$ cat src/rtl/fetch_pkg.sv
// Shared definitions for the instruction fetch unit and its neighbours.
// Includes the fetch FSM encoding, the canonical NOP and the PC increment.
package fetch_pkg;

    typedef enum logic [1:0] {
        IDLE = 2'd0,
        REQ  = 2'd1,
        WAIT = 2'd2,
        HOLD = 2'd3
    } fetch_state_t;

    localparam logic [31:0] NOP_INSTR = 32'h00000013;
    localparam int unsigned PC_STEP   = 4;

endpackage

$ cat src/rtl/instr_fetch.sv
// Instruction fetch: one outstanding memory read, presents instr/pc to the decoder,
// and applies branch redirects by discarding or flushing wrong-path fetches.
module instr_fetch
    import fetch_pkg::*;
#(
    parameter int unsigned                 ADDRESS_WIDTH = 32,
    parameter logic [ADDRESS_WIDTH-1:0]    RESET_PC      = {ADDRESS_WIDTH{1'b0}}
) (
    input  logic                     clk,
    input  logic                     rst_n,
    input  logic                     en,
    output logic                     mem_req_valid,
    output logic [ADDRESS_WIDTH-1:0] mem_req_addr,
    input  logic                     mem_req_ready,
    input  logic                     mem_rsp_valid,
    input  logic [ADDRESS_WIDTH-1:0] mem_rsp_data,
    output logic                     instr_valid,
    output logic [ADDRESS_WIDTH-1:0] instr,
    output logic [ADDRESS_WIDTH-1:0] instr_pc,
    input  logic                     instr_ready,
    input  logic                     redirect,
    input  logic [ADDRESS_WIDTH-1:0] redirect_target,
    output logic [ADDRESS_WIDTH-1:0] pc
);

    localparam logic [ADDRESS_WIDTH-1:0] STEP_C = ADDRESS_WIDTH'(PC_STEP);
    localparam logic [ADDRESS_WIDTH-1:0] NOP_C  = ADDRESS_WIDTH'(NOP_INSTR);
    localparam logic [ADDRESS_WIDTH-1:0] ZERO_C = {ADDRESS_WIDTH{1'b0}};

    fetch_state_t               state_r;
    fetch_state_t               state_nxt_s;
    logic [ADDRESS_WIDTH-1:0]   pc_r;
    logic [ADDRESS_WIDTH-1:0]   pc_nxt_s;
    logic [ADDRESS_WIDTH-1:0]   pc_inflight_r;
    logic                       drop_r;
    logic                       drop_nxt_s;
    logic                       drop_eff_s;
    logic                       accept_s;
    logic                       load_instr_s;
    logic                       clear_valid_s;
    logic                       mem_req_valid_r;
    logic [ADDRESS_WIDTH-1:0]   mem_req_addr_r;
    logic                       instr_valid_r;
    logic [ADDRESS_WIDTH-1:0]   instr_r;
    logic [ADDRESS_WIDTH-1:0]   instr_pc_r;
    logic [ADDRESS_WIDTH-1:0]   target_aligned_s;

    assign target_aligned_s = {redirect_target[ADDRESS_WIDTH-1:2], 2'b00};

    // Next-state, drop tracking and pc selection
    always_comb begin
        state_nxt_s   = state_r;
        drop_nxt_s    = drop_r;
        accept_s      = 1'b0;
        load_instr_s  = 1'b0;
        clear_valid_s = 1'b0;
        // A redirect arriving with the response still makes that response wrong-path.
        drop_eff_s    = drop_r | redirect;
        case (state_r)
            IDLE: begin
                if (en) begin
                    state_nxt_s = REQ;
                end else begin
                    state_nxt_s = IDLE;
                end
            end
            REQ: begin
                drop_nxt_s = drop_eff_s;
                if (mem_req_ready) begin
                    accept_s    = 1'b1;
                    state_nxt_s = WAIT;
                end else begin
                    state_nxt_s = REQ;
                end
            end
            WAIT: begin
                if (mem_rsp_valid) begin
                    drop_nxt_s = 1'b0;
                    if (drop_eff_s) begin
                        state_nxt_s = en ? REQ : IDLE;
                    end else begin
                        load_instr_s = 1'b1;
                        state_nxt_s  = HOLD;
                    end
                end else begin
                    drop_nxt_s  = drop_eff_s;
                    state_nxt_s = WAIT;
                end
            end
            HOLD: begin
                if (instr_ready || redirect) begin
                    clear_valid_s = 1'b1;
                    state_nxt_s   = en ? REQ : IDLE;
                end else begin
                    state_nxt_s = HOLD;
                end
            end
            default: begin
                state_nxt_s = IDLE;
                drop_nxt_s  = 1'b0;
            end
        endcase

        if (redirect) begin
            pc_nxt_s = target_aligned_s;
        end else if (load_instr_s) begin
            pc_nxt_s = pc_r + STEP_C;
        end else begin
            pc_nxt_s = pc_r;
        end
    end

    // FSM, pc and bookkeeping registers
    always_ff @(posedge clk or negedge rst_n) begin
        if (!rst_n) begin
            state_r       <= IDLE;
            pc_r          <= RESET_PC;
            pc_inflight_r <= RESET_PC;
            drop_r        <= 1'b0;
        end else begin
            state_r <= state_nxt_s;
            pc_r    <= pc_nxt_s;
            drop_r  <= drop_nxt_s;
            if (accept_s) begin
                pc_inflight_r <= mem_req_addr_r;
            end
        end
    end

    // Memory request port; address is captured on entry to REQ and frozen until accepted
    always_ff @(posedge clk or negedge rst_n) begin
        if (!rst_n) begin
            mem_req_valid_r <= 1'b0;
            mem_req_addr_r  <= RESET_PC;
        end else begin
            mem_req_valid_r <= (state_nxt_s == REQ);
            if ((state_nxt_s == REQ) && (state_r != REQ)) begin
                mem_req_addr_r <= pc_nxt_s;
            end
        end
    end

    // Decoder-facing instruction registers
    always_ff @(posedge clk or negedge rst_n) begin
        if (!rst_n) begin
            instr_valid_r <= 1'b0;
            instr_r       <= NOP_C;
            instr_pc_r    <= ZERO_C;
        end else begin
            if (load_instr_s) begin
                instr_valid_r <= 1'b1;
                instr_r       <= mem_rsp_data;
                instr_pc_r    <= pc_inflight_r;
            end else if (clear_valid_s) begin
                instr_valid_r <= 1'b0;
            end
        end
    end

    assign mem_req_valid = mem_req_valid_r;
    assign mem_req_addr  = mem_req_addr_r;
    assign instr_valid   = instr_valid_r;
    assign instr         = instr_r;
    assign instr_pc      = instr_pc_r;
    assign pc            = pc_r;

endmodule
$ cat config.mk
export PLATFORM = sky130hd
export DESIGN_NAME = instr_fetch
export DESIGN_NICKNAME = d
export VERILOG_FILES = /design/src/rtl/fetch_pkg.sv /design/src/rtl/instr_fetch.sv
export SDC_FILE = /design/constraint.sdc
export NUM_CORES = 1
export LEC_CHECK = 0
export ABC_CLOCK_PERIOD_IN_PS = 2590
export CORE_MARGIN = 2
export CORE_UTILIZATION = 48
export CTS_CLUSTER_SIZE = 24
export DETAILED_ROUTE_END_ITERATION = 10
export GPL_ROUTABILITY_DRIVEN = 1
export HOLD_SLACK_MARGIN = 0.02
export PLACE_DENSITY = 0.8
export RECOVER_POWER = 50
export SLEW_MARGIN = 20
export SYNTH_ARGS = -nofsm -noshare
export SYNTH_HDL_FRONTEND = slang
export SYNTH_SLANG_ARGS = --single-unit
$ cat constraint.sdc
create_clock -name clk -period 2.59 [get_ports clk]
set_input_delay 0.3885 -clock clk [delete_from_list [all_inputs] [get_ports clk]]
set_output_delay 0.3885 -clock clk [all_outputs]
set_load 0.02 [all_outputs]
==> impl_metrics.py <==
metrics = {
    "job": {
        "cap_viol_max_count": 0,
    },
    "critical_path": {
        "crit_fanout": 21,
        "cp_data_arrival_time_ps": 2700,
        "cp-start-kind": "flop",
        "r2r_cells": 8,
        "setup.worst_path.end_class": "flop",
        "setup.reg_to_reg.worst_slack_ps": 250,
        "setup.worst_path.class": "reg2reg",
        "cp.required_ps": 2950,
    },
    "synth": {
        "post_synth_instance_area_um2": 7090,
        "synth-warning-count": 0,
        "asyncSetResetFlopFracSynth_pct": 100,
        "synthFlopType": "sky130_fd_sc_hd__dfrtp_1",
        "postSynthRegisterBits": 165,
        "syn-instance-count": 688,
        "post_synth_num_cell_types": 56,
        "postSynthAreaPerCell_um2": 10.3,
        "synth_seq_area_share_pct": 58.3,
        "synth_enable_flop_cells": 0,
        "synthesis.nets": 764,
    },
    "floorplan": {
        "die_height_um": 126,
        "die_width_um": 126,
        "core.rowCount": 44,
        "initial_core_util_pct": 49.0,
        "io-pin-count": 201,
        "die_area_um2": 15800,
        "core_area_um2": 14500,
    },
    "pwr": {
        "vdd.ir_drop.worst_mv": 0.665,
        "power.density_cell_area_nw_per_um2": 967,
        "p_leak_nw": 4.60,
    },
    "placement": {
        "placed_cells": 1052,
        "portBuffers": 198,
        "detailed_place_hpwl_um": 12500,
        "gp_congestion": 0.820,
    },
    "min_path": {
        "worstHoldPathType": "in2reg",
        "worstHoldPathCells": 2,
    },
    "timing": {
        "period_share_pct": 90.2,
        "hold_violations": 0,
        "rsz0062_at_grt": "false",
        "final_max_slew_viol_count": 0,
        "clock.fmax_mhz": 428,
        "worstMarginPinSlew_ps": 1320,
        "final.hold.worst_slack_ps": 307,
        "clock-skew-final_ps": 6.36,
        "fin_setup_tns_ps": 0,
        "timing.max_slew.rel_slack_pct": 12.0,
        "setup_viol_count_final": 0,
        "post-route-min-period_ps": 2340,
    },
    "global_routing": {
        "grt_first_pass_wirelength_um": 29100,
        "largest_net_degree_at_the_start_of_global_routing": 63,
        "overflow": 0,
        "first_global_vias": 5651,
        "grt_antenna_before_repair": 0,
        "gr-usage-all-layers_pct": 23.5,
    },
    "final_layout": {
        "layout_commonest_cell": "sky130_fd_sc_hd__nand2_1",
        "final_core_utilization_pct": 68.6,
        "post_layout_nonfiller_instances": 1085,
        "final.fill_count": 1095,
        "n_antenna_cell": 0,
        "final_layout_size_suffix_gt1_share_pct": 12.4,
        "areaGrowthSynthToFinish_pct": 39.9,
        "final_cell_mix": "242 x sky130_fd_sc_hd__nand2_1, 164 x sky130_fd_sc_hd__clkdlybuf4s50_1, 162 x sky130_fd_sc_hd__dfrtp_1, 48 x sky130_fd_sc_hd__mux2_2, 33 x sky130_fd_sc_hd__dlygate4sd3_1",
        "fin_nets": 964,
    },
    "drt": {
        "drc": 0,
        "number_of_drc_markers_after_the_initial_detailed_route_iteration": 265,
        "routed_via_density": 5.20,
        "wirelength_um": 18100,
        "detailroute.via_count": 5645,
        "post_drt_wl_per_cell_um": 16.6,
        "drt_pass_1_iters": 4,
        "ant_nets": 0,
    },
    "clock_tree": {
        "clockBufferDepth": 2,
        "cts_max_level": 4,
        "worst_setup_hold_path_clk_slew_ps": 60,
        "tritoncts": "done",
        "cts_root_buf": "sky130_fd_sc_hd__clkbuf_16",
        "insertion_delay_ps": 420,
        "postCtsSetupBuffers": 0,
        "clkSinkCount": 165,
        "cts_inserted_buffers": 17,
    },
    "status": {
        "outcome": "finished, final reports clean",
    },
}
==> worst paths after layout <==
path / startpoint / endpoint
max: state_r[0] / mem_req_addr[16]
min: redirect / pc[0]
max reg2reg: state_r[0] / mem_req_addr[16]
min reg2reg: instr[0] / instr[0]
max in group asynchronous: rst_n / instr[4]
min in group asynchronous: rst_n / pc_inflight_r[26]
==> power by group <==
group / internal [W] / leakage, nW / switching (W)
clock: 0.00150 / 0.279 / 0.00102
combinational: 0.00164 / 2.23 / 0.00161
sequential: 0.00333 / 2.09 / 0.000505
total: 0.00647 / 4.60 / 0.00313
==> final cells by class <==
class	instances	area, µm²	share of cell area, %
multi-input cells	480	2770	27.9
well taps	184	230	2.32
inverters	8	30.0	0.302
flip-flops and latches	165	4130	41.6
clock buffers	22	474	4.78
repair buffers	216	2170	21.8
clock inverters	10	121	1.22
==> registers in the layout, indices dropped and copies added (netlist names) <==
name and flops:
instr_pc 32, drop_r 1, instr 32, pc 32, mem_req_addr 32, mem_req_valid 1
state_r 2, instr_valid 1, pc_inflight_r 32
==> critical path: stages (launching register included) <==
cell                       delay, ps
sky130_fd_sc_hd__dfrtp_1         410
sky130_fd_sc_hd__inv_1            90
sky130_fd_sc_hd__ha_1            280
sky130_fd_sc_hd__and4bb_1        330
sky130_fd_sc_hd__buf_12          200
sky130_fd_sc_hd__nand3_2         160
sky130_fd_sc_hd__or3_1           390
sky130_fd_sc_hd__a31oi_1         240
sky130_fd_sc_hd__mux2_2          190
==> cells in the mapped netlist, types with 2 or more instances <==
cell | count | area, µm²
sky130_fd_sc_hd__and2_1 | 6 | 37.5
sky130_fd_sc_hd__mux2i_1 | 2 | 20.0
sky130_fd_sc_hd__nand2b_1 | 3 | 18.8
sky130_fd_sc_hd__dfrtp_1 | 162 | 4050
sky130_fd_sc_hd__nor2b_1 | 6 | 37.5
sky130_fd_sc_hd__nor2_1 | 21 | 78.8
sky130_fd_sc_hd__a221o_1 | 3 | 30.0
sky130_fd_sc_hd__clkbuf_1 | 23 | 86.3
sky130_fd_sc_hd__o31ai_1 | 5 | 37.5
sky130_fd_sc_hd__and4_1 | 2 | 17.5
sky130_fd_sc_hd__buf_2 | 2 | 10.0
sky130_fd_sc_hd__a21boi_0 | 2 | 15.0
sky130_fd_sc_hd__xor2_1 | 7 | 61.3
sky130_fd_sc_hd__mux2_2 | 48 | 541
sky130_fd_sc_hd__o211ai_1 | 7 | 52.6
sky130_fd_sc_hd__nand3_2 | 2 | 20.0
sky130_fd_sc_hd__nand2_1 | 242 | 908
sky130_fd_sc_hd__xnor2_1 | 8 | 70.1
sky130_fd_sc_hd__ha_1 | 5 | 62.6
sky130_fd_sc_hd__nand3_1 | 14 | 70.1
sky130_fd_sc_hd__dfstp_2 | 3 | 78.8
sky130_fd_sc_hd__nand4_1 | 16 | 100
sky130_fd_sc_hd__a31oi_1 | 3 | 18.8
sky130_fd_sc_hd__and3_1 | 6 | 37.5
sky130_fd_sc_hd__buf_6 | 5 | 56.3
sky130_fd_sc_hd__nor3_1 | 8 | 40.0
sky130_fd_sc_hd__nor4_1 | 7 | 43.8
sky130_fd_sc_hd__o21ai_0 | 17 | 85.1
sky130_fd_sc_hd__o31a_1 | 4 | 35.0
sky130_fd_sc_hd__inv_1 | 7 | 26.3
sky130_fd_sc_hd__a21oi_1 | 9 | 45.0
sky130_fd_sc_hd__buf_4 | 4 | 30.0
sky130_fd_sc_hd__a211o_1 | 2 | 17.5
sky130_fd_sc_hd__or3_1 | 2 | 12.5
sky130_fd_sc_hd__nor3b_1 | 4 | 30.0
==> routing by layer <==
metal / share of wire (%) / wire length [µm] / track usage (%)
met1: 44 / 7870 / 30.3
met2: 47 / 8510 / 37.1
met3: 7.9 / 1420 / 9.37
met4: 1.4 / 251 / 6.60
met5: 0 / 0 / 0
==> stage by stage <==
step / instance area (µm²) / total power [W] / setup WS, ps
2_1_floorplan: 7090 / 0.00563 / 456
3_3_place_gp: 9340 / 0.00708 / 50.0
3_5_place_dp: 9340 / 0.00718 / 34.9
4_1_cts: 9940 / 0.00974 / 260
5_1_grt: 9930 / 0.0101 / 114
6_report: 9930 / 0.00960 / 254
==> what timing repair did <==
item,CTS,global route
gates resized for setup,0,0
endpoints found under the hold margin,47,0
hold buffers,1,0
==> cell families after synthesis <==
group           count (synthesis)  share of synthesized area [%]
simple gates                  346                           21.6
flops                         165                           58.3
xor+xnor                       15                           1.85
mux                            51                           8.11
compound gates                 63                           6.21
fa+ha+maj                       5                          0.882
buf+inv                        43                           3.05
(Power assumes the default switching activity.)
